[config.mk]
export PLATFORM = sky130hd
export DESIGN_NAME = fetch_unit_flat
export DESIGN_NICKNAME = d
export VERILOG_FILES = /design/src/rtl/fetch_unit_if.sv /design/src/rtl/fetch_unit.sv /design/src/flat_wrapper.sv
export SDC_FILE = /design/constraint.sdc
export NUM_CORES = 1
export LEC_CHECK = 0
export ABC_CLOCK_PERIOD_IN_PS = 2650
export CAP_MARGIN = 20
export CELL_PAD_IN_SITES_DETAIL_PLACEMENT = 1
export CELL_PAD_IN_SITES_GLOBAL_PLACEMENT = 1
export CORE_ASPECT_RATIO = 1.75
export CORE_MARGIN = 1.5
export CORE_UTILIZATION = 43
export CTS_BUF_LIST = sky130_fd_sc_hd__clkbuf_4
export CTS_CLUSTER_DIAMETER = 50
export DETAILED_ROUTE_END_ITERATION = 10
export GPL_ROUTABILITY_DRIVEN = 0
export PLACE_DENSITY_LB_ADDON = 0.1
export SLEW_MARGIN = 10
export SYNTH_ARGS = -nofsm -noshare
export SYNTH_HDL_FRONTEND = slang
export SYNTH_SLANG_ARGS = --single-unit
[constraint.sdc]
create_clock -name clk_i -period 2.65 [get_ports clk_i]
set_clock_uncertainty 0.1 [all_clocks]
set_input_delay 0.3975 -clock clk_i [delete_from_list [all_inputs] [get_ports clk_i]]
set_output_delay 0.3975 -clock clk_i [all_outputs]
set_load 0.05 [all_outputs]
[src/rtl/fetch_unit_if.sv]
// Instruction-memory request/ack bus between the fetch stage (master) and the memory (slave).
interface fetch_unit_if #(
  parameter int PC_WIDTH = 32
);
  logic                req;
  logic [PC_WIDTH-1:0] addr;
  logic                ack;
  logic [31:0]         data;

  modport master (output req, addr, input ack, data);
  modport slave  (input req, addr, output ack, data);
endinterface

[src/rtl/fetch_unit.sv]
// Instruction-fetch stage: PC register, imem request/ack handshake, one-entry stall buffer
// and the IF/ID pipeline latch.
module fetch_unit #(
  parameter int                  PC_WIDTH  = 32,
  parameter logic [PC_WIDTH-1:0] RESET_PC  = '0,
  parameter logic [31:0]         NOP_INSTR = 32'h00000013
) (
  input  logic                clk_i,
  input  logic                rst_i,
  input  logic                start_i,
  input  logic                Stall_i,
  input  logic                PCWrite_i,
  input  logic                Flush_i,
  input  logic [PC_WIDTH-1:0] BranchTarget_i,
  fetch_unit_if.master        imem,
  output logic [PC_WIDTH-1:0] pc_o,
  output logic [31:0]         instr_o,
  output logic                valid_o
);

  typedef enum logic [1:0] {IDLE, FETCH, HOLD} state_t;

  state_t              state, stateNext;
  logic [PC_WIDTH-1:0] pc, pcNext;
  logic [PC_WIDTH-1:0] bufPc, bufPcNext;
  logic [31:0]         bufInstr, bufInstrNext;
  logic                redirPending, redirPendingNext;
  logic [PC_WIDTH-1:0] redirPc, redirPcNext;
  logic [PC_WIDTH-1:0] ifPcNext;
  logic [31:0]         ifInstrNext;
  logic                ifValidNext;
  logic                hold, doBubble;

  assign hold      = Stall_i | ~PCWrite_i;
  assign imem.req  = (state == FETCH);
  assign imem.addr = pc;

  always_ff @(posedge clk_i or negedge rst_i) begin
    if (!rst_i) begin
      state        <= IDLE;
      pc           <= RESET_PC;
      bufPc        <= '0;
      bufInstr     <= '0;
      redirPending <= 1'b0;
      redirPc      <= '0;
      pc_o         <= '0;
      instr_o      <= NOP_INSTR;
      valid_o      <= 1'b0;
    end else begin
      state        <= stateNext;
      pc           <= pcNext;
      bufPc        <= bufPcNext;
      bufInstr     <= bufInstrNext;
      redirPending <= redirPendingNext;
      redirPc      <= redirPcNext;
      pc_o         <= ifPcNext;
      instr_o      <= ifInstrNext;
      valid_o      <= ifValidNext;
    end
  end

  always_comb begin
    stateNext        = state;
    pcNext           = pc;
    bufPcNext        = bufPc;
    bufInstrNext     = bufInstr;
    redirPendingNext = redirPending;
    redirPcNext      = redirPc;
    ifPcNext         = pc_o;
    ifInstrNext      = instr_o;
    ifValidNext      = valid_o;
    doBubble         = 1'b0;

    unique case (state)
      IDLE: begin
        if (start_i) stateNext = FETCH;
      end
      FETCH: begin
        if (Flush_i) begin
          doBubble = 1'b1;
          // Flush on the ack edge redirects now; otherwise the request must finish first.
          if (imem.ack) begin
            pcNext           = BranchTarget_i;
            redirPendingNext = 1'b0;
          end else begin
            redirPendingNext = 1'b1;
            redirPcNext      = BranchTarget_i;
          end
        end else if (imem.ack) begin
          if (redirPending) begin
            pcNext           = redirPc;
            redirPendingNext = 1'b0;
            doBubble         = ~hold;
          end else if (!hold) begin
            ifPcNext    = pc;
            ifInstrNext = imem.data;
            ifValidNext = 1'b1;
            pcNext      = pc + PC_WIDTH'(4);
          end else begin
            bufPcNext    = pc;
            bufInstrNext = imem.data;
            stateNext    = HOLD;
          end
        end else begin
          doBubble = ~hold;
        end
      end
      HOLD: begin
        if (Flush_i) begin
          doBubble  = 1'b1;
          pcNext    = BranchTarget_i;
          stateNext = FETCH;
        end else if (!hold) begin
          ifPcNext    = bufPc;
          ifInstrNext = bufInstr;
          ifValidNext = 1'b1;
          pcNext      = bufPc + PC_WIDTH'(4);
          stateNext   = FETCH;
        end
      end
      default: stateNext = IDLE;
    endcase

    if (doBubble) begin
      ifPcNext    = pc;
      ifInstrNext = NOP_INSTR;
      ifValidNext = 1'b0;
    end
  end

endmodule
[src/flat_wrapper.sv]
// flat-port wrapper written by rule: the top's interface ports become plain ports
module fetch_unit_flat 
#(
  parameter int                  PC_WIDTH  = 32,
  parameter logic [PC_WIDTH-1:0] RESET_PC  = '0,
  parameter logic [31:0]         NOP_INSTR = 32'h00000013
)
  (clk_i, rst_i, start_i, Stall_i, PCWrite_i, Flush_i, BranchTarget_i, pc_o, instr_o, valid_o, imem_req, imem_addr, imem_ack, imem_data);
  fetch_unit_if #(.PC_WIDTH(PC_WIDTH)) imem_i ();
  input  logic clk_i;
  input  logic rst_i;
  input  logic start_i;
  input  logic Stall_i;
  input  logic PCWrite_i;
  input  logic Flush_i;
  input  logic [PC_WIDTH-1:0] BranchTarget_i;
  output logic [PC_WIDTH-1:0] pc_o;
  output logic [31:0] instr_o;
  output logic valid_o;
  output wire logic [$bits(imem_i.req)-1:0] imem_req;
  output wire logic [$bits(imem_i.addr)-1:0] imem_addr;
  input wire logic [$bits(imem_i.ack)-1:0] imem_ack;
  input wire logic [$bits(imem_i.data)-1:0] imem_data;
  assign imem_req = imem_i.req;
  assign imem_addr = imem_i.addr;
  assign imem_i.ack = imem_ack;
  assign imem_i.data = imem_data;
  fetch_unit #(.PC_WIDTH(PC_WIDTH), .RESET_PC(RESET_PC), .NOP_INSTR(NOP_INSTR)) u_core (.clk_i(clk_i), .rst_i(rst_i), .start_i(start_i), .Stall_i(Stall_i), .PCWrite_i(PCWrite_i), .Flush_i(Flush_i), .BranchTarget_i(BranchTarget_i), .imem(imem_i), .pc_o(pc_o), .instr_o(instr_o), .valid_o(valid_o));
endmodule
# Word level (Yosys, flattened, before mapping)
# Index checks and enable logic that the tools add are counted.
# Widths: inputs -> output; s select.
# totals
register_bits,196
elab_cells,90
inputBits,71
# op_classes
n_bitwise,6
n_eq_ne,15
addsub,2
reduce_logical,11
muxes,47
# ops
operator,count
$mux 32,21
$pmux 32 s2,3
$add 32x3->32 const B,2
$mux 2,7
$mux 1,13
$ne 3x3->1 const B,4
$reduce_and 5->1,2
$reduce_and 7->1,1
$ne 2x2->1 const B,3
$ne 3x2->1 const B,2
$pmux 2 s3,1
$reduce_and 6->1,1
$not 1->1,5
$ne 2x1->1 const B,2
$ne 4x3->1 const B,1
$pmux 1 s2,2
$reduce_and 4->1,1
$reduce_bool 2->1,2
$ne 3x1->1 const B,1
$reduce_and 3->1,1
$reduce_bool 3->1,1
$eq 2x1->1 const B,1
$eq 2x2->1 const B,1
$logic_not 2->1,1
other kinds (2),2

# Longest topological paths before layout
# Gate-level depths: netlist of the first run.
# depth
depth_word,9
mapped_depth,10

# Worst setup path before layout of the first run
# OpenSTA, ideal clock, no wires.
# synth_path
path_type,register to register
from,register u_core.state[1]
to,register u_core.pc_o[2]
n_path_buf,2
arrival_ns,2.271
stages_incl_launch_ff,11
slack_ns,0.138
t_required_ns,2.409
path_cell_list,dfrtp_1 -> inv_1 -> ha_1 -> inv_1 -> a311o_1 -> a21boi_2 -> nor2b_1 -> clkbuf_1 -> buf_2 -> mux2i_1 -> o21ai_0
# synth_via
elab_chain_len,4
word_cells_on_any_way,13
cone_classes,eq/ne: 8; mux: 3; reduce/logical: 2
# synth_rtl
element,line,text
"start, declared",fetch_unit.sv:23,"state_t state, stateNext;"
"start signal, assigned",fetch_unit.sv:50,state <= stateNext;
$eq 2x1->1 *,--,
net imem_req,flat_wrapper.sv:20,output wire logic [$bits(imem_i.req)-1:0] imem_req;
$pmux 1 s2,fetch_unit.sv:74,unique case (state)
$ne 3x3->1 (no source line) (tied with other cells),--,
$reduce_and 7->1 (no source line),--,
"end signal, assigned",fetch_unit.sv:56,pc_o <= ifPcNext;
"end, declared",fetch_unit.sv:16,"output logic [PC_WIDTH-1:0] pc_o,"
# The timed path passes the listed nets; every way through them passes the cells marked *.
# A chain may end at the register's enable or synchronous reset.

# Final worst setup path of the first run
# layout_path
from,register u_core.pc[28] (netlist: u_core.imem.addr[28])
to,output port imem_addr[28]
# layout_lines
element,line,text
"start, declared",fetch_unit.sv:24,"logic [PC_WIDTH-1:0] pc, pcNext;"
"start signal, assigned",fetch_unit.sv:51,pc <= pcNext;
"end, declared",flat_wrapper.sv:21,output wire logic [$bits(imem_i.addr)-1:0] imem_addr;
# No word-level cell between the ends.

==> results of run 1 <==
[power groups by stage]
stage / combinational (mW) / sequential, mW / clock (mW)
floorplan: 3.98 / 7.96 / 0
global placement: 9.69 / 5.66 / 0
detailed placement: 9.90 / 5.74 / 0
CTS: 9.93 / 5.68 / 1.66
global route: 10.5 / 5.88 / 1.76
finish: 9.84 / 5.67 / 1.59
[worst paths after layout]
path	from	to	cells past startpoint
worst max-delay path	u_core.imem.addr[28]	imem_addr[28]	1
min in group asynchronous	rst_i	u_core.pc_o[12]	2
worst min-delay path	Flush_i	u_core.redirPending	3
worst max register to register	u_core.state[0]	u_core.imem.addr[31]	8
max in group asynchronous	rst_i	u_core.instr_o[1]	3
worst min register to register	u_core.pc_o[21]	u_core.pc_o[21]	2
[metal layers]
metal / part of all wire, % / global-route usage [%]
met3: 4.6 / 5.71
met4: 4.2 / 13.9
met5: 0 / 0
met1: 37 / 27.9
met2: 54 / 48.5
[cell families after synthesis]
| logic type | count (synthesis) |
|---|---|
| xor gates and xnor gates | 42 |
| AOI/OAI and AO/OA | 212 |
| and+or+nand+nor | 276 |
| DFF | 196 |
| adders and majority gates | 5 |
| muxes | 156 |
| buffers and inverters | 88 |
[sequential cells by signal (all words and copies together) (netlist names)]
name and cells:
u_core.bufPc 32, u_core.pc_o 32, u_core.state 2, u_core.bufInstr 32, u_core.redirPc 32, u_core.valid_o 1, u_core.redirPending 1, u_core.instr_o 32
u_core.imem.addr 32
[cell usage after synthesis, drive strengths merged (2+ instances only)]
| cell | n |
|---|---|
| a2111oi | 2 |
| a211oi | 35 |
| a21o | 7 |
| a21oi | 29 |
| a221o | 6 |
| a221oi | 10 |
| a22o | 3 |
| a22oi | 3 |
| a311oi | 2 |
| a31oi | 7 |
| and2 | 9 |
| and3 | 7 |
| and4 | 8 |
| buf | 35 |
| clkbuf | 34 |
| dfrtp | 193 |
| dfstp | 3 |
| ha | 5 |
| inv | 19 |
| mux2 | 88 |
| mux2i | 68 |
| nand2 | 91 |
| nand2b | 10 |
| nand3 | 25 |
| nand4 | 14 |
| nor2 | 66 |
| nor2b | 6 |
| nor3 | 18 |
| nor4 | 9 |
| o211ai | 7 |
| o21ai | 84 |
| o22a | 2 |
| o22ai | 3 |
| o31ai | 2 |
| or2 | 2 |
| or3 | 5 |
| or4 | 2 |
| xnor2 | 22 |
| xor2 | 20 |
[layout by cell type, fill, tap and decap left out, types with 5 or more instances in the layout]
cell type	Yosys	final
nand2b_1	10	10
nor2_1	65	64
nand2_1	91	91
nand3_1	25	25
clkbuf_4	0	22
a31oi_1	7	7
or3_1	5	5
mux2i_1	68	68
xnor2_1	22	22
clkinv_1	0	6
dfrtp_1	193	193
nand4_1	9	9
nor4_1	8	8
xor2_1	20	20
inv_1	19	19
and4_1	6	6
o21ai_1	22	22
a221o_1	6	6
a21oi_1	29	29
mux2_2	88	88
a211oi_1	35	35
clkdlybuf4s50_1	0	164
a221oi_1	9	9
and2_1	7	7
o211ai_1	6	6
buf_12	0	12
a21o_1	7	7
nor3_1	18	17
buf_4	2	54
and3_1	7	6
o21ai_0	62	62
[layout make-up]
class	instances	area [um^2]
fill	2547	10400
sequential	196	4910
multi-input combinational	691	4900
timing repair buffer	234	2330
tap	304	380
clock buffer	22	165
clock inverter	10	92.6
inverter	19	71.3
antenna	1	2.50
[repair_timing]
| action | CTS | global route |
|---|---|---|
| endpoints found under the setup margin | 0 | 1 |
| resized for setup | 0 | 1 |
| hold buffers | 1 | 0 |
| endpoints found under the hold margin | 134 | 0 |
==> key figures, run 1 <==
Floorplan
  – Die Width: 119 um
  – Core area: ~0.023 mm^2
  – Die height: 206 um
  – I/O pins: 169
  – Starting density of the core: a little over two fifths
  – Die Area: 0.0245 mm^2
  – Num rows: 74

Timing
  – Slew headroom: 62.2%
  – Worst-Margin Slew: between 0.5 and 0.6 ns
  – Period utilization: 95.5%
  – Setup WS post-layout: 0.120 ns
  – Final hold viol count: 0
  – Count of final max-slew check failures: 0
  – Hold WS: 0.0825 ns
  – Fmax: 395 MHz
  – Final setup violation count: 0
  – Setup TNS: 0 ns
  – Post-layout minimum cycle time: 2.53 ns

Clock tree
  – Num CTS Buffers: 17
  – CTS Buffer Depth: 2
  – H-tree depth: 4
  – Worst-skew pair later-pin latency: 0.64 ns
  – Setup bufs post-CTS: 0
  – Root Driver: clkbuf_4
  – Clock slew at reported path FFs: 0.14 ns
  – Clk sinks: 196
  – CTS tree: done

Synthesis
  – Netlist area before placement: about 0.010 mm^2
  – Yosys reg bits: roughly 200
  – Library cells used by synthesis: slightly below 70
  – Top FF cell, synth: dfrtp_1
  – Top cell type's share of synthesized area: 47.6%
  – Mux cell area share after synthesis: 16.5%
  – Asr flop ratio synth: 100%
  – Area share of fa/ha/maj cells after synthesis: less than 1%
  – Compound-gate portion of the synthesized area: a little over an eighth
  – Post-synthesis instance total: 975
  – Syn avg cell area: 10.4 um^2
  – Synth area leaders: dfrtp_1 48%, mux2_2 9.8%, mux2i_1 6.7%
  – Sequential share of the synthesized area: between 40% and 50%
  – Mapped Nets: 1051
  – Simple-gate share of the synthesized area: 13.7%
  – Warnings, synthesis: 0
  – Synth Area in XOR/XNOR: 3.63%
  – Largest area contributor in the netlist: dfrtp_1
  – EDFF count, synth: 0
  – Largest family of logic cells by synthesized area: multiplexers

Place
  – PortBufs: 168
  – Placed cell areas: 0.0126 mm^2
  – Dpl hpwl: 22800 um
  – Worst slack, placed: 0.113 ns
  – Placed cell count: 1443

Cells and area
  – # nets final: ~1200
  – Final Core Density: about 55%
  – Layout cells sized above 1: between 15 and 20%
  – Cell area after layout: 0.0128 mm^2
  – Syn-to-layout area delta: 26.7%
  – Non-filler cells, final: 1477

Detailed routing
  – Routed Antenna Nets: 0
  – Avg Vias per Cell: 5.66
  – Starting DRC count in detailed routing: between 300 and 400
  – Number of remaining DRC errors: 0
  – First-pass DRT Iterations: 4
  – WL final: 31000 um
  – Avg WL per Cell: 21.0 um
  – Vias: 8366

Worst setup path
  – Crit-path cells: clkdlybuf4s50_1
  – Critical Path RT: 2.15 ns
  – Crit path arrival time: just over 2 ns
  – CP endpoint kind: output port
  – CP max-delay cell: clkdlybuf4s50_1
  – Crit-path max FO: 7
  – CP max stage delay: 0.86 ns
  – Crit path buf inv count: 1
  – Worst setup SP type: register
  – CP Class: reg -> out
  – Reg2reg setup slack: around 0.2 ns
  – CP delay by family, top: buffers and inverters

Power and ir drop
  – Seq pwr share: 33.2%
  – Power per cell area: 1330 mW/mm^2
  – Clock power share: under 10%
  – Internal: 8.92 mW
  – Switching power: between 8 and 9 mW
  – Worst vdd ir: 629 uV
  – Logic gate share of total power: 57.5%
  – Leak: around 5.2 nW
  – Overall power: 17.1 mW
  – Sw Share: 47.8%

Job
  – Max_cap viols: 0

Status
  – Status: completed

Global routing
  – First-pass GRT wire length: 49500 um
  – GRT Total Usage: 26.3%
  – Largest net degree at the start of global routing: 55
  – Initial antenna violation count: 1
  – GRT overflow: 0
  – Vias in the first global route: around 9100

Min path
  – Worst hold path class: in -> reg
Power figures use the tool's default switching activity.
==> run 2, diff against run 1 <==
--- a/config.mk
+++ b/config.mk
@@ -16,6 +16,8 @@
 export CTS_CLUSTER_DIAMETER = 50
 export DETAILED_ROUTE_END_ITERATION = 10
 export GPL_ROUTABILITY_DRIVEN = 0
+export GPL_TIMING_DRIVEN = 1
+export MAX_ROUTING_LAYER = met4
 export PLACE_DENSITY_LB_ADDON = 0.1
 export SLEW_MARGIN = 10
 export SYNTH_ARGS = -nofsm -noshare
==> run 2 against run 1 <==
First-iteration DRC count is 4.6% higher; wire length is 0.20% higher; clock power hardly changed; cell count stayed put; maximum frequency is 0.67% lower; largest power group unchanged; highest routed layer unchanged.
==> key figures, run 2 (synthesis gave the netlist of run 1 again) <==
Status
  – Status: completed

Power and ir drop
  – Logic gate share of total power: 57.5% (about the same)
  – Leak: 5.21 nW (+0.23%)
  – Sw Share: 47.8% (about the same)
  – Worst vdd ir: 630 uV (about the same)
  – Internal: 8.92 mW (about the same)
  – Seq pwr share: 33.2% (about the same)
  – Power per cell area: 1330 mW/mm^2 (about the same)
  – Overall power: 17.1 mW (about the same)
  – Clock power share: 9.3% (about the same)
  – Switching power: 8.19 mW (+0.18%)

Detailed routing
  – First-pass DRT Iterations: 4 (unchanged)
  – Number of remaining DRC errors: 0 (unchanged)
  – Starting DRC count in detailed routing: 317 (+4.6%)
  – Routed Antenna Nets: 0 (unchanged)
  – Avg Vias per Cell: 5.65 (-0.25%)
  – Vias: 8345 (-0.25%)
  – Avg WL per Cell: 21.0 um (+0.20%)
  – WL final: 31000 um (+0.20%)

Floorplan
  – Num rows: 74 (unchanged)
  – I/O pins: 169 (unchanged)
  – Core area: 0.0232 mm^2 (unchanged)
  – Starting density of the core: 43.6% (unchanged)
  – Die Width: 119 um (unchanged)
  – Die height: 206 um (unchanged)
  – Die Area: 0.0245 mm^2 (unchanged)

Clock tree
  – H-tree depth: 4 (unchanged)
  – Num CTS Buffers: 17 (unchanged)
  – Worst-skew pair later-pin latency: 0.65 ns (about the same)
  – Clock slew at reported path FFs: 0.14 ns (about the same)
  – CTS tree: done
  – Setup bufs post-CTS: 0 (unchanged)
  – Clk sinks: 196 (unchanged)
  – Root Driver: clkbuf_4
  – CTS Buffer Depth: 2 (unchanged)

Timing
  – Fmax: 393 MHz (-0.67%)
  – Post-layout minimum cycle time: 2.55 ns (+0.0171 ns)
  – Final setup violation count: 0 (unchanged)
  – Worst-Margin Slew: 0.562 ns (-0.00441 ns)
  – Slew headroom: 62.4% (+0.18 points)
  – RSZ-0062 raised after global routing: false
  – Period utilization: 96.1% (+0.64 points)
  – Count of final max-slew check failures: 0 (unchanged)
  – Setup TNS: 0 ns (unchanged)
  – Final hold viol count: 0 (unchanged)

Global routing
  – First-pass GRT wire length: 49500 um (about the same)
  – Initial antenna violation count: 1 (unchanged)
  – GRT overflow: 0 (unchanged)
  – Largest net degree at the start of global routing: 55 (unchanged)
  – Vias in the first global route: 9116 (-0.088%)
  – GRT Total Usage: 27.1% (+0.80 points)

Worst setup path
  – Crit path buf inv count: 1 (unchanged)
  – Reg2reg setup slack: 0.20 ns (about the same)
  – Crit-path cells: clkdlybuf4s50_1
  – Worst setup SP type: register
  – CP max stage delay: 0.87 ns (about the same)
  – CP endpoint kind: output port
  – Critical Path RT: 2.15 ns (about the same)
  – CP Class: reg -> out
  – Crit-path max FO: 7 (unchanged)
  – Crit path arrival time: 2.05 ns (+0.02 ns)
  – CP max-delay cell: clkdlybuf4s50_1
  – CP delay by family, top: buffers and inverters

Cells and area
  – Syn-to-layout area delta: 26.8% (about the same)
  – # nets final: 1235 (unchanged)
  – Layout cells sized above 1: 17.7% (unchanged)
  – Commonest non-fill, non-tap cell in the layout: dfrtp_1
  – Most frequent cells in the layout: 193 x dfrtp_1, 163 x clkdlybuf4s50_1, 91 x nand2_1
  – Fillers: 2548 (+0.039%)

Place
  – PortBufs: 168 (unchanged)
  – Dpl hpwl: 22800 um (unchanged)

Job
  – Max_cap viols: 0 (unchanged)

Min path
  – Worst hold path class: in -> reg
-- run 2: cell count changes in the layout (fill, tap and decap cells not counted) --
cell	before	now
clkdlybuf4s50_1	164	163
dlymetal6s2s_1	1	2
-- run 2: repair_timing --
action	in CTS	in global routing
resized for setup	0	2
hold endpoints to repair	134	0
hold buffers	1	0
endpoints found under the setup margin	0	2
-- run 2: area by class of cell --
class	count	area, um^2	area share, %
clock inverter	10	92.6	0.720
tap	304	380	2.96
clock buffer	22	165	1.29
inverter	19	71.3	0.555
antenna	1	2.50	0.0195
multi-input combinational	691	4900	38.1
sequential	196	4910	38.2
timing repair buffer	234	2330	18.1
-- run 2: final timing paths --
kind / startpoint / to / cells past startpoint
min: Flush_i / u_core.redirPending / 3
max: u_core.imem.addr[28] / imem_addr[28] / 1
min in group asynchronous: rst_i / u_core.imem.addr[14] / 2
min reg2reg: u_core.pc_o[21] / u_core.pc_o[21] / 2
max reg2reg: u_core.state[0] / u_core.imem.addr[31] / 8
max in group asynchronous: rst_i / u_core.instr_o[1] / 3
-- run 2: metal layers --
| layer | vias to the layer above | global-route usage (%) | share of wire (%) |
|---|---|---|---|
| met5 | - | - | 0 |
| met4 | 0 | 13.1 | 4.2 |
| met3 | 65 | 5.77 | 4.6 |
| met2 | 200 | 48.5 | 54 |
| met1 | 4209 | 28.3 | 38 |
| li1 | 3871 | - | - |
-- run 2: power groups by stage --
stage               clock network [mW]  registers (mW)  logic (mW)
floorplan                            0            7.96        3.98
global placement                     0            5.66        9.69
detailed placement                   0            5.74        9.90
CTS                               1.66            5.68        9.93
global route                      1.76            5.89        10.5
finish                            1.60            5.68        9.83
-- run 2: stage by stage --
step | hold slack [ns] | cells | cell area, um^2 | utilization (%) | setup WS (ns)
6_report | 0.0794 | 1477 | 12900 | 55.3 | 0.103
5_1_grt | 0.0670 | 1477 | 12900 | 55.3 | 0.0167
2_1_floorplan | 0.00191 | 975 | 10100 | - | 0.138
3_5_place_dp | 0.307 | 1443 | 12600 | 54.1 | 0.113
4_1_cts | 0.0218 | 1476 | 12800 | 55.3 | 0.0269
3_3_place_gp | 0.306 | 1443 | 12600 | 54.1 | 0.143
==> run 3, diff against run 2 <==
--- a/config.mk
+++ b/config.mk
@@ -19,7 +19,7 @@
 export GPL_TIMING_DRIVEN = 1
 export MAX_ROUTING_LAYER = met4
 export PLACE_DENSITY_LB_ADDON = 0.1
-export SLEW_MARGIN = 10
+export SLEW_MARGIN = 30
 export SYNTH_ARGS = -nofsm -noshare
 export SYNTH_HDL_FRONTEND = slang
 export SYNTH_SLANG_ARGS = --single-unit
==> results of run 3 <==
Final layout, timing and power as in run 2 (identical DEF).
